<file path="config.mk">
export PLATFORM = sky130hd
export DESIGN_NAME = alu_seq8
export DESIGN_NICKNAME = d
export VERILOG_FILES = /design/src/rtl/alu_seq_pkg.sv /design/src/rtl/alu_seq_opmap.sv /design/src/rtl/alu_seq8.sv
export SDC_FILE = /design/constraint.sdc
export NUM_CORES = 1
export LEC_CHECK = 0
export BUFFER_PORTS_ARGS = -buffer_cell sky130_fd_sc_hd__buf_2
export CORE_AREA = 2 2 73 75
export DETAILED_ROUTE_END_ITERATION = 8
export DIE_AREA = 0 0 75 77
export PLACE_DENSITY = 0.8
export SYNTH_ARGS = -nofsm -noshare
export SYNTH_HDL_FRONTEND = slang
export SYNTH_HIERARCHICAL = 1
export SYNTH_SLANG_ARGS = --single-unit
</file>
<file path="constraint.sdc">
create_clock -name clk -period 2.7 [get_ports clk]
set_input_delay 0.405 -clock clk [delete_from_list [all_inputs] [get_ports clk]]
set_output_delay 0.405 -clock clk [all_outputs]
set_load 0.1 [all_outputs]
</file>
<file path="src/rtl/alu_seq_pkg.sv">
// alu_seq_pkg: shared constants for the nibble-serial ALU sequencer.
// Holds the 4-bit ALU opcode set, the sequencer FSM encoding, the nibble
// width and a helper that classifies opcodes as arithmetic.
package alu_seq_pkg;

    localparam int unsigned NIB_W = 4;

    localparam logic [2:0] OP_PASS = 3'b000;
    localparam logic [2:0] OP_NEG  = 3'b001;
    localparam logic [2:0] OP_ADD  = 3'b010;
    localparam logic [2:0] OP_INC  = 3'b011;
    localparam logic [2:0] OP_AND  = 3'b100;
    localparam logic [2:0] OP_OR   = 3'b101;
    localparam logic [2:0] OP_XOR  = 3'b110;
    localparam logic [2:0] OP_NOT  = 3'b111;

    localparam logic [1:0] ST_IDLE = 2'd0;
    localparam logic [1:0] ST_RUN  = 2'd1;
    localparam logic [1:0] ST_DONE = 2'd2;

    // Opcodes 000-011 chain carry; 100-111 are bitwise
    function automatic logic is_arith(input logic [2:0] op);
        return ~op[2];
    endfunction

endpackage

</file>
<file path="src/rtl/alu_seq_opmap.sv">
// alu_seq_opmap: per-pass command decode for the sequencer.
// Ports: i_op (command opcode), i_nib (nibble index), i_phase_a (first pass
// of a negate nibble), i_k (link carry), i_cin (command carry-in);
// o_alu_op / o_c_in (values for the ALU), o_sel_t (use the previous ALU
// result instead of the A nibble as operand).
module alu_seq_opmap
    import alu_seq_pkg::*;
#(
    parameter int unsigned IDX_W = 1
) (
    input  logic [2:0]       i_op,
    input  logic [IDX_W-1:0] i_nib,
    input  logic             i_phase_a,
    input  logic             i_k,
    input  logic             i_cin,
    output logic [2:0]       o_alu_op,
    output logic             o_c_in,
    output logic             o_sel_t
);

    logic w_first;
    assign w_first = (i_nib == '0);

    // Negate is ~A then +1 on the low nibble; the ALU's own 001 is never used
    always_comb begin
        o_alu_op = i_op;
        o_c_in   = 1'b0;
        o_sel_t  = 1'b0;
        case (i_op)
            OP_PASS, OP_ADD: o_c_in = i_k;
            OP_INC: begin
                o_alu_op = w_first ? OP_INC : OP_PASS;
                o_c_in   = w_first ? i_cin : i_k;
            end
            OP_NEG: begin
                if (i_phase_a) begin
                    o_alu_op = OP_NOT;
                end else begin
                    o_sel_t  = 1'b1;
                    o_alu_op = w_first ? OP_INC : OP_PASS;
                    o_c_in   = w_first ? i_cin : i_k;
                end
            end
            default: o_c_in = 1'b0;
        endcase
    end

endmodule

</file>
<file path="src/rtl/alu_seq8.sv">
// alu_seq8: runs a W-bit command as nibble passes through an external 4-bit
// ALU, chaining carry, and returns the wide result with flags.
// Ports: cmd_* (command handshake and operands), alu_* (external ALU
// drive/return), res_* (result handshake, value and flags).
// Optional: define ALU_SEQ_OVF_EN to add the signed-overflow output res_ovf.
module alu_seq8
    import alu_seq_pkg::*;
#(
    parameter  int unsigned NIBBLES = 2,
    localparam int unsigned W       = NIB_W * NIBBLES
) (
    input  logic             clk,
    input  logic             reset,
    input  logic             cmd_valid,
    output logic             cmd_ready,
    input  logic [2:0]       cmd_op,
    input  logic [W-1:0]     cmd_a,
    input  logic [W-1:0]     cmd_b,
    input  logic             cmd_cin,
    output logic [NIB_W-1:0] alu_A,
    output logic [NIB_W-1:0] alu_B,
    output logic             alu_c_in,
    output logic [2:0]       alu_Op,
    input  logic [NIB_W-1:0] alu_R,
    input  logic             alu_zero,
    input  logic             alu_carry,
    input  logic             alu_sign,
    output logic             res_valid,
    input  logic             res_ready,
    output logic [W-1:0]     res_r,
    output logic             res_zero,
    output logic             res_carry,
    output logic             res_sign
`ifdef ALU_SEQ_OVF_EN
    ,
    output logic             res_ovf
`endif
);

    localparam int unsigned PASS_W = $clog2(2 * NIBBLES + 1);
    localparam int unsigned IDX_W  = (NIBBLES > 1) ? $clog2(NIBBLES) : 1;

    logic [1:0]        r_state;
    logic [1:0]        w_state_next;
    logic [2:0]        r_op;
    logic [W-1:0]      r_a;
    logic [W-1:0]      r_b;
    logic              r_cin;
    logic              r_k;
    logic [PASS_W-1:0] r_pass;
    logic [W-1:0]      r_acc;
    logic              r_iss_valid;
    logic [IDX_W-1:0]  r_iss_nib;
    logic              r_iss_phase_a;
    logic              r_iss_arith;

    logic              w_neg;
    logic [PASS_W-1:0] w_passes;
    logic              w_last;
    logic [IDX_W-1:0]  w_nib;
    logic              w_phase_a;
    logic              w_k;
    logic [W-1:0]      w_acc_next;
    logic [NIB_W-1:0]  w_a_nib;
    logic [NIB_W-1:0]  w_b_nib;
    logic [2:0]        w_alu_op;
    logic              w_alu_cin;
    logic              w_sel_t;
    logic              w_unused;

    assign w_unused = alu_zero ^ alu_sign;

    // Pass p drives the ALU at one edge; its result is sampled at the next
    assign w_neg     = (r_op == OP_NEG);
    assign w_passes  = w_neg ? PASS_W'(2 * NIBBLES) : PASS_W'(NIBBLES);
    assign w_last    = (r_pass == w_passes);
    assign w_nib     = IDX_W'(w_neg ? (r_pass >> 1) : r_pass);
    assign w_phase_a = w_neg & ~r_pass[0];
    assign w_k       = (r_iss_valid & r_iss_arith) ? alu_carry : r_k;
    assign w_a_nib   = r_a[w_nib * NIB_W +: NIB_W];
    assign w_b_nib   = r_b[w_nib * NIB_W +: NIB_W];

    // Fold the result of the pass in flight into the accumulator
    always_comb begin
        w_acc_next = r_acc;
        if (r_iss_valid && !r_iss_phase_a) begin
            w_acc_next[r_iss_nib * NIB_W +: NIB_W] = alu_R;
        end
    end

`ifdef ALU_SEQ_OVF_EN
    logic w_ovf;
    always_comb begin
        w_ovf = 1'b0;
        case (r_op)
            OP_ADD:          w_ovf = (r_a[W-1] == r_b[W-1]) && (w_acc_next[W-1] != r_a[W-1]);
            OP_PASS, OP_INC: w_ovf = ~r_a[W-1] & w_acc_next[W-1];
            OP_NEG:          w_ovf = r_a[W-1] & w_acc_next[W-1];
            default:         w_ovf = 1'b0;
        endcase
    end
`endif

    alu_seq_opmap #(.IDX_W(IDX_W)) u_opmap (
        .i_op      (r_op),
        .i_nib     (w_nib),
        .i_phase_a (w_phase_a),
        .i_k       (w_k),
        .i_cin     (r_cin),
        .o_alu_op  (w_alu_op),
        .o_c_in    (w_alu_cin),
        .o_sel_t   (w_sel_t)
    );

    // State register
    always_ff @(posedge clk) begin
        if (reset) r_state <= ST_IDLE;
        else       r_state <= w_state_next;
    end

    // Next-state logic
    always_comb begin
        w_state_next = r_state;
        case (r_state)
            ST_IDLE: if (cmd_valid) w_state_next = ST_RUN;
            ST_RUN:  if (w_last)    w_state_next = ST_DONE;
            ST_DONE: if (res_ready) w_state_next = ST_IDLE;
            default: w_state_next = ST_IDLE;
        endcase
    end

    // Datapath and registered outputs
    always_ff @(posedge clk) begin
        if (reset) begin
            cmd_ready     <= 1'b1;
            res_valid     <= 1'b0;
            res_r         <= '0;
            res_zero      <= 1'b0;
            res_carry     <= 1'b0;
            res_sign      <= 1'b0;
            alu_A         <= '0;
            alu_B         <= '0;
            alu_Op        <= '0;
            alu_c_in      <= 1'b0;
            r_op          <= '0;
            r_a           <= '0;
            r_b           <= '0;
            r_cin         <= 1'b0;
            r_k           <= 1'b0;
            r_pass        <= '0;
            r_acc         <= '0;
            r_iss_valid   <= 1'b0;
            r_iss_nib     <= '0;
            r_iss_phase_a <= 1'b0;
            r_iss_arith   <= 1'b0;
`ifdef ALU_SEQ_OVF_EN
            res_ovf       <= 1'b0;
`endif
        end else begin
            cmd_ready <= (w_state_next == ST_IDLE);
            res_valid <= (w_state_next == ST_DONE);
            case (r_state)
                ST_IDLE: begin
                    if (cmd_valid) begin
                        r_op        <= cmd_op;
                        r_a         <= cmd_a;
                        r_b         <= cmd_b;
                        r_cin       <= cmd_cin;
                        r_k         <= cmd_cin;
                        r_pass      <= '0;
                        r_acc       <= '0;
                        r_iss_valid <= 1'b0;
                    end
                end
                ST_RUN: begin
                    r_acc <= w_acc_next;
                    r_k   <= w_k;
                    if (!w_last) begin
                        // Negate phase b takes t straight from the ALU output
                        alu_A         <= w_sel_t ? alu_R : w_a_nib;
                        alu_B         <= w_b_nib;
                        alu_Op        <= w_alu_op;
                        alu_c_in      <= w_alu_cin;
                        r_iss_valid   <= 1'b1;
                        r_iss_nib     <= w_nib;
                        r_iss_phase_a <= w_phase_a;
                        r_iss_arith   <= is_arith(w_alu_op);
                        r_pass        <= r_pass + PASS_W'(1);
                    end else begin
                        res_r       <= w_acc_next;
                        res_zero    <= (w_acc_next == '0);
                        res_sign    <= w_acc_next[W-1];
                        res_carry   <= is_arith(r_op) ? alu_carry : 1'b0;
                        r_iss_valid <= 1'b0;
`ifdef ALU_SEQ_OVF_EN
                        res_ovf     <= w_ovf;
`endif
                    end
                end
                default: ;
            endcase
        end
    end

endmodule

</file>
==> results of run 1 <==
==> worst reg2reg max path: cells and delay by family (launching register included) <==
family	cells	cell delay [ns]
buffers and inverters	1	0.26
muxes	1	0.38
and+or+nand+nor	3	0.67
DFF	1	0.41
AOI/OAI and AO/OA	1	0.20
==> power groups by stage <==
stage | Combinational, mW | Clock [mW] | Sequential [mW]
detailed placement | 0.365 | 0 | 1.01
CTS | 0.367 | 0.766 | 0.994
global route | 0.397 | 0.813 | 1.00
global placement | 0.359 | 0 | 1.01
finish | 0.365 | 0.750 | 0.995
floorplan | 0.192 | 0 | 1.11
==> kinds of logic after synthesis <==
| kind of cell | count (synthesis) | synth area share (%) |
|---|---|---|
| AOI/OAI and AO/OA | 80 | 20.6 |
| xor gates and xnor gates | 1 | 0.318 |
| adders and majority gates | 1 | 0.454 |
| buffers and inverters | 29 | 5.31 |
| DFF | 62 | 45.0 |
| muxes | 12 | 4.54 |
| and+or+nand+nor | 136 | 23.8 |
==> how the worst min path moves through the flow <==
stage | start | end | slack (ns) | cells past startpoint
after floorplan | r_b[4] | r_b[4] | 0.44 | 2
after global placement | alu_Op[1] | alu_Op[1] | 0.44 | 2
after detailed placement | alu_Op[0] | alu_Op[0] | 0.45 | 2
after CTS | cmd_a[6] | r_a[6] | 0.29 | 3
after global routing | cmd_a[6] | r_a[6] | 0.30 | 3
final | cmd_a[6] | r_a[6] | 0.31 | 3
==> per-stage QoR <==
stage / area, µm² / worst slack, ns / power (mW) / util (%) / std cells
5_1_grt: 3230 / 0.525 / 2.21 / 65.0 / 446
3_5_place_dp: 3050 / 0.722 / 1.38 / 61.2 / 430
6_report: 3230 / 0.710 / 2.11 / 65.0 / 446
4_1_cts: 3230 / 0.699 / 2.13 / 65.0 / 446
2_1_floorplan: 2760 / 0.921 / 1.30 / - / 321
3_3_place_gp: 3050 / 0.765 / 1.37 / 61.2 / 430
==> layout make-up <==
cell class                      count  area, µm²  area share [%]
Timing Repair Buffer               60        318            9.83
Multi-Input combinational cell    230       1370            42.4
Clock buffer                       13        169            5.22
Sequential cell                    62       1240            38.4
Clock inverter                      3       17.5           0.542
Inverter                            8       30.0           0.929
Tap cell                           70       87.6            2.71
==> registers in the layout, indices dropped and copies added (netlist names), 3 cells and up <==
register	cells
r_op	3
r_acc	8
r_a	8
alu_B	4
r_pass	3
alu_A	4
r_b	8
res_r	8
alu_Op	3
==> placed cells by master, fill, tap and decap left out, drive strengths merged, types with 2 or more instances in the layout <==
cell	count
dfxtp	62
nand2	61
buf	60
a21oi	40
nor2	34
clkbuf	13
a211oi	12
mux2i	11
a22oi	8
inv	8
nor2b	7
nand2b	7
nand3	6
nor3b	6
o21ai	6
nor3	5
a221o	4
nand3b	3
nor4	3
a311oi	3
o21ba	2
clkinv	2
a31oi	2
==> layer usage <==
metal | vias to the layer above | GRT usage [%] | wire [µm]
li1 | 1211 | - | -
met4 | 0 | 8.04 | 38
met2 | 59 | 34.6 | 2820
met1 | 1089 | 28.5 | 2660
met5 | - | 0 | 0
met3 | 5 | 6.31 | 275
==> metrics.txt, run 1 <==
vias per cell=5.30; Worst-Skew Late Latency=0.33 ns; crit path from=r_op[2]; GRT Overall Usage=22.1%; # nets final=403; fin. max-slew vios=0; largest area contributor in the netlist=dfxtp_1; TritonCTS Buffers=9; Peak VDD IR=0.409 mV; CTS H-tree lvls=3; Post-synth top cells=dfxtp_1 (62), nand2_1 (60), a21oi_1 (35), nor2_1 (33), clkbuf_1 (12); CP max FO=12; largest net degree at the start of global routing=39; Worst setup SP type=flip-flop; Final Hold Violating Endpoints=0; RSZ-0062 raised after global routing=no; fraction of layout cells with a size suffix above 1=27.1%; CP bufs+invs=1; Hold-fix buffers, CTS=0; average size of a mapped cell=8.59 µm²; Core Region=0.00498 mm²; clk sinks=62; Least-Margin Pin Slew=0.867 ns; first-pass GRT wire length=9830 µm; Seq pwr share=47.1%; post-synthesis sequential area ratio=45.0%; Syn Inst Count=321; Post-synth EDFFs=0; Syn Nets=353; Worst setup EP type=flip-flop; crit-path cells=nor3b_4, mux2i_2, and2_1, buf_4, nor2_1, a211oi_1; max incr delay on CP=0.41 ns; reg2reg setup slack=0.71 ns; # DRC=0; number of I/O pins=56; Die ar.=0.00578 mm²; Crit path max-delay family=simple AND/OR/NAND/NOR gates; count of state elements after synthesis=62; die span in x=75 µm; most frequent cell after synthesis=dfxtp_1; Netlist cell types=47; Die Span Y=77 µm; FFs w/ async S/R, synth=0%; Comb power frac=17.3%; Min Hold Slack=0.307 ns; clk slew on worst S/H paths=0.07 ns; DR WL/cell=13.0 µm; period utilisation layout=73.7%; outcome=complete, no violations; Area Overhead vs Synth=17.2%; Post-DP HPWL=4030 µm; Yosys top cell area share=45.0%; Max Cap Violations=0; number of global-route vias before repair=2243; post-route ant nets=0; CP max-delay cell=dfxtp_1; switching part of the total power=30.1%; Clock Skew=0.00753 ns; Crit. path cell count=6; RR Endpoint=r_iss_nib; Row Count=26; RR Startpoint=r_op[2]; Starting DRT DRC Count=136; CTS tree=yes; fill count=436; Final Critical Period=1.99 ns; synth warn=6; PostCTS Resize Cnt=0; CTS max path bufs=2; WL final=5800 µm; Antenna diodes=0; Critical Path End=r_iss_nib; PwrDens=653 mW/mm²; Mapped Area=0.00276 mm²; via count=2364; Final Wtd Congestion=0.864; Clk pwr share=35.6%; Primary FF master, synth=dfxtp_1; antenna violations before repair=0; clock root buffer=clkbuf_8; Lkg Pwr=1.29 nW; crit path kind=reg2reg; Post-CTS Setup Bufs=0; WP data arrival=2.24 ns; Internal Pwr Total=1.48 mW; Worst Hold Class=in2reg; final setup fails=0; NetSw=635 µW; Overflow after GRT=0; setup tns final=0 ns; max_slew headroom=42.2%; ranking of synthesized cells by area=dfxtp_1 (45%), nand2_1 (8.2%), a21oi_1 (6.4%); IO buf count=53; required time worst endpoint=2.95 ns; First-pass DRT Iterations=4; Starting Density=55.4%; Max Freq=503 MHz; Worst R2R Path Depth=6
Note: power is estimated with default switching activity, not from simulation.
==> run 2: changes to the inputs <==
- CORE_AREA: 2 2 73 75 -> 2 2 79 81
- DIE_AREA: 0 0 75 77 -> 0 0 81 83
- PLACE_DENSITY: 0.8 -> 0.72
- clock period: 2.7 -> 1.71 ns (I/O delays scaled with it)
==> run 2 against run 1 <==
Against the previous run:
- the flow now finishes with violations (negative setup slack)
- critical path depth up 2
- setup slack worse by 0.82 ns
- non-clock buffer count up 27
- cell area up 16%
- first-iteration DRC count down 12%
- total power up 86%
- core utilization down 0.63 points
- final cell count up 7.4%
- combinational power up 110%
- fmax up 9.3%
- clock skew down 0.0010 ns
==> metrics.txt, run 2 (same netlist as run 1, synthesis figures left out) <==
GRT Overall Usage=20.5%; antenna violations before repair=0; IO buf count=53; CP max FO=7; Worst R2R Path Depth=8; Multi-input gate area=0.00150 mm²; CP bufs+invs=2; fraction of layout cells with a size suffix above 1=37.6%; via count=2558; Die ar.=0.00672 mm²; First-pass DRT Iterations=4; largest net degree at the start of global routing=36; CTS max path bufs=2; Peak VDD IR=0.609 mV; Hold-fix buffers, CTS=0; Clock Skew=0.00648 ns; Worst Hold Class=in2reg; most frequent cells in the layout=nand2_1 (59), dfxtp_1 (59), buf_2 (53), a21oi_1 (32), nor2_1 (28); Max Freq=549 MHz; Worst setup EP type=flip-flop; Final Wtd Congestion=0.885; final setup fails=11; Max Cap Violations=0; Post-DP HPWL=4300 µm; CTS H-tree lvls=3; WP data arrival=2.09 ns; Worst Hold Depth=3; Pwr Total=3.92 mW; # DRC=0; Starting DRT DRC Count=120; Worst Slack Setup Final=-0.111 ns; RSZ-0062 raised after global routing=yes; post-route ant nets=0; Overflow after GRT=0; Row Count=28; DR WL/cell=14.7 µm; WL final=7060 µm; Util after Layout=64.3%; first-pass GRT wire length=10900 µm; failing checks=negative setup slack; Core Region=0.00582 mm²; # nets final=431; Final Critical Period=1.82 ns; clk sinks=62; crit-path cells=nor3b_4, buf_6, nor2b_4, nor4_4, buf_4, a21oi_2, a221o_1, a21oi_1; fin. max-slew vios=0; period utilisation layout=106%; CP max-delay cell=a221o_1; CTS tree=yes; required time worst endpoint=1.98 ns; outcome=finished, violations left; PwrDens=1050 mW/mm²; Crit path max-delay family=simple AND/OR/NAND/NOR gates; reg2reg setup slack=-0.11 ns; RR Endpoint=alu_A[1]; Starting Density=47.4%; crit path from=r_op[0]; TritonCTS Buffers=9; Die Span Y=83 µm; hold path startpoint=cmd_b[6]; Area Overhead vs Synth=35.7%; Lkg Pwr=1.50 nW; Hold EP=r_b[6]; RR Startpoint=r_op[0]; post-placement setup slack=-0.212 ns; Worst-Skew Late Latency=0.34 ns; clock root buffer=clkbuf_8; number of global-route vias before repair=2310; clk slew on worst S/H paths=0.07 ns; max incr delay on CP=0.34 ns; Worst setup SP type=flip-flop; Final Hold Violating Endpoints=0; die span in x=81 µm; crit path kind=reg2reg; max_slew headroom=67.7%; number of I/O pins=56; fill count=497; vias per cell=5.34; Antenna diodes=0; Least-Margin Pin Slew=0.487 ns; Sequential Area=0.00125 mm²; setup tns final=-0.381 ns; Min Hold Slack=0.152 ns
## run 2: what timing repair did
item / 4_1_cts / 5_1_grt
buffers inserted: 4 / 6
gates cloned: 1 / 3
gates resized for setup: 10 / 21
setup endpoints to repair: 24 / 30
pin swaps: 10 / 7
## run 2: worst max-delay path by stage
stage          depth (start not counted)  slack, ns  endpoint
6_report                               8      -0.11  alu_A[1]
5_1_grt                                9      -0.21  alu_c_in
4_1_cts                                8      -0.09  alu_c_in
3_5_place_dp                           5      -0.21  res_r[4]
3_3_place_gp                           5      -0.10  res_r[5]
2_1_floorplan                          6       0.02  alu_A[2]
## run 2: layer usage
metal  up-vias  part of all wire, %  track usage [%]
met1      1202                   43             26.4
met5         -                    0                0
met3        17                  5.8             5.76
met4         0                  2.2             10.2
met2        74                   49             31.3
li1       1265                    -                -
## run 2: area by class of cell
| class | instances | area share [%] |
|---|---|---|
| Tap cell | 75 | 2.51 |
| Multi-Input combinational cell | 231 | 40.0 |
| Clock inverter | 3 | 2.41 |
| Clock buffer | 13 | 4.25 |
| Timing Repair Buffer | 87 | 16.7 |
| Sequential cell | 62 | 33.3 |
| Inverter | 8 | 0.803 |
## run 2: where the power goes
| group | switching [mW] | internal [mW] | total (mW) |
|---|---|---|---|
| Clock | 0.540 | 1.05 | 1.59 |
| Combinational | 0.476 | 0.290 | 0.767 |
| Sequential | 0.0515 | 1.52 | 1.57 |
## run 2: stage by stage
step	instances	area, µm²
floorplan	321	2770
global placement	449	3200
detailed placement	449	3200
CTS	470	3550
global route	479	3740
finish	479	3740
## run 2: worst reg2reg max path: stages (launching register included)
cell and delay, ns:
dfxtp_2 0.32, nor3b_4 0.15, buf_6 0.12, nor2b_4 0.13
nor4_4 0.30, buf_4 0.21, a21oi_2 0.04, a221o_1 0.34
a21oi_1 0.14
==> run 3: changes to the inputs <==
- ABC_AREA: unset -> 1
- PLACE_DENSITY: 0.72 -> 0.73
- TNS_END_PERCENT: unset -> 20
==> run 3 against run 2 <==
Against the previous run:
- the run now ends clean
- sequential power about the same
- largest power group is now registers
- fmax up 21%
- setup slack better by 0.31 ns
- clock skew about the same
- critical path depth is the same
- non-clock buffer count fell by 26
- final cell count grew 13%
- die area is the same
- clock power down 21%
- first-iteration DRC count is 42% higher
- wire length fell by 12%
==> metrics.txt, run 3 <==
outcome=complete, no violations; most frequent cell after synthesis=nand2_1; Worst Hold Depth=3; combinational family with the most area after synthesis=simple AND/OR/NAND/NOR gates; most frequent cells in the layout=nand2_1 (99), nor2_1 (63), dfxtp_1 (61), buf_2 (53), inv_1 (51); Worst R2R Path Depth=8; vias per cell=4.83; Final Hold Violating Endpoints=0; Max Freq=663 MHz; TritonCTS Buffers=9; crit path kind=reg2reg; Max Cap Violations=0; Hold EP=r_b[5]; largest area contributor in the netlist=dfxtp_1; Mapped Area=0.00282 mm²; final setup fails=0; post-placement setup slack=0.217 ns; Die Span Y=83 µm; Netlist cell types=27; antenna violations before repair=0; average size of a mapped cell=6.90 µm²; RSZ-0062 raised after global routing=no; Seq pwr share=44.6%; IO buf count=53; Antenna diodes=0; Lkg Pwr=1.59 nW; mux contribution to synthesized area=0%; Starting DRT DRC Count=170; post-route ant nets=0; Post-CTS Setup Bufs=0; required time worst endpoint=1.95 ns; Starting Density=48.5%; post-synthesis sequential area ratio=44.0%; RR Endpoint=alu_A[3]; Yosys top cell area share=44.0%; clk slew on worst S/H paths=0.07 ns; simple-gate share of the synthesized area=28.8%; count of state elements after synthesis=62; hold path startpoint=cmd_b[5]; via count=2625; number of I/O pins=56; clock root buffer=clkbuf_8; xor-xnor portion of the synthesized cell area=0.311%; CTS tree=yes; number of global-route vias before repair=2495; Clk pwr share=35.2%; PostCTS Resize Cnt=0; Comb power frac=20.2%; Area Overhead vs Synth=17.6%; period utilisation layout=88.2%; NetSw=1.18 mW; Syn Nets=441; complex-gate fraction of the synthesized area=14.9%; CP max FO=17; largest net degree at the start of global routing=40; PwrDens=1070 mW/mm²; adder-cell share of the synthesized area=0.444%; Row Count=28; First-pass DRT Iterations=4; Clock Skew=0.00615 ns; DR WL/cell=11.5 µm; Worst Slack Setup Final=0.202 ns; Hold-fix buffers, CTS=0; Post-synth top cells=nand2_1 (99), nor2_1 (63), dfxtp_1 (62), inv_1 (51), o21ai_0 (41); RR Startpoint=r_op[1]; Worst setup SP type=flip-flop; # DRC=0; Peak VDD IR=0.769 mV; # nets final=495; CTS H-tree lvls=3; Die ar.=0.00672 mm²; fin. max-slew vios=0; reg2reg setup slack=0.20 ns; commonest non-fill, non-tap cell in the layout=nand2_1; Worst Hold Class=in2reg; Least-Margin Pin Slew=0.490 ns; Post-synth EDFFs=0; WL final=6250 µm; Primary FF master, synth=dfxtp_1; FFs w/ async S/R, synth=0%; CTS max path bufs=2; synth warn=6; Final Critical Period=1.51 ns; setup tns final=0 ns; ranking of synthesized cells by area=dfxtp_1 (44%), nand2_1 (13%), nor2_1 (8.4%); die span in x=81 µm; Final Wtd Congestion=0.812; Overflow after GRT=0; max_slew headroom=67.5%; Worst-Skew Late Latency=0.34 ns; fill count=616; Syn Inst Count=409; first-pass GRT wire length=11100 µm; Core Region=0.00582 mm²; fraction of layout cells with a size suffix above 1=19.7%; switching part of the total power=33.0%; Worst setup EP type=flip-flop; clk sinks=62; GRT Overall Usage=20.7%; Internal Pwr Total=2.38 mW; WP data arrival=1.75 ns; Post-DP HPWL=4340 µm
[run 3: cell types whose count changed after synthesis, moves of 8 or more]
cell     previous run  this run
o21ai_0             4        41
nand3_1             6        15
a22oi_1             8         0
nor2_1             33        63
mux2i_1            10         0
nand2_1            60        99
inv_1               7        51
[run 3: cells by family after synthesis]
kind of cell	Yosys count
adder cells (fa/ha/maj)	1
AND/OR/NAND/NOR	190
AO/OA/AOI/OAI	83
buffers and inverters	72
XOR/XNOR	1
flip-flops	62
[run 3: per-stage QoR]
step | cells | area (µm²) | util (%) | hold WS (ns) | power (mW)
after floorplan | 409 | 2820 | - | 0.337 | 2.20
after CTS | 543 | 3310 | 56.9 | 0.127 | 3.58
after global routing | 543 | 3320 | 57.0 | 0.153 | 3.74
final | 543 | 3320 | 57.0 | 0.134 | 3.56
after global placement | 527 | 3120 | 53.7 | 0.437 | 2.32
after detailed placement | 527 | 3120 | 53.7 | 0.446 | 2.34
[run 3: how the worst max path moves through the flow]
stage	endpoint	cells past startpoint	slack, ns	start
2_1_floorplan	res_r[7]	1	0.08	res_r[7]
3_3_place_gp	alu_A[3]	8	0.23	r_op[0]
3_5_place_dp	alu_A[3]	7	0.22	r_op[0]
4_1_cts	alu_c_in	9	0.17	r_op[0]
5_1_grt	alu_A[3]	9	0.01	r_op[1]
6_report	alu_A[3]	8	0.20	r_op[1]
[run 3: metal layers]
layer / track usage, % / up-vias / wire (µm)
met5: 0 / - / 0
met4: 8.94 / 0 / 142
met3: 4.13 / 12 / 386
met2: 34.0 / 67 / 2880
met1: 25.9 / 1162 / 2840
li1: - / 1384 / -
[run 3: power by group through the flow]
stage                     sequential (mW)  clock, mW  combinational, mW
after floorplan                      1.83          0              0.372
after global routing                 1.60       1.33              0.803
after global placement               1.62          0              0.704
after CTS                            1.59       1.27              0.720
after detailed placement             1.62          0              0.717
final                                1.59       1.25              0.719
[run 3: cell type report]
cell class,instances,area (µm²),share of cell area (%)
multi-input combinational,275,1260,38.0
sequential,62,1240,37.5
timing repair buffer,61,325,9.81
inverter,54,205,6.19
clock buffer,9,124,3.74
tap,75,93.8,2.83
clock inverter,7,65.1,1.96
[run 3: critical path: stages (launching register included)]
cell	delay, ns
dfxtp_1	0.34
inv_1	0.14
nand4_4	0.17
nand3_2	0.18
nand2_4	0.14
inv_4	0.20
nand2_1	0.08
nor2_1	0.11
nor2_1	0.05
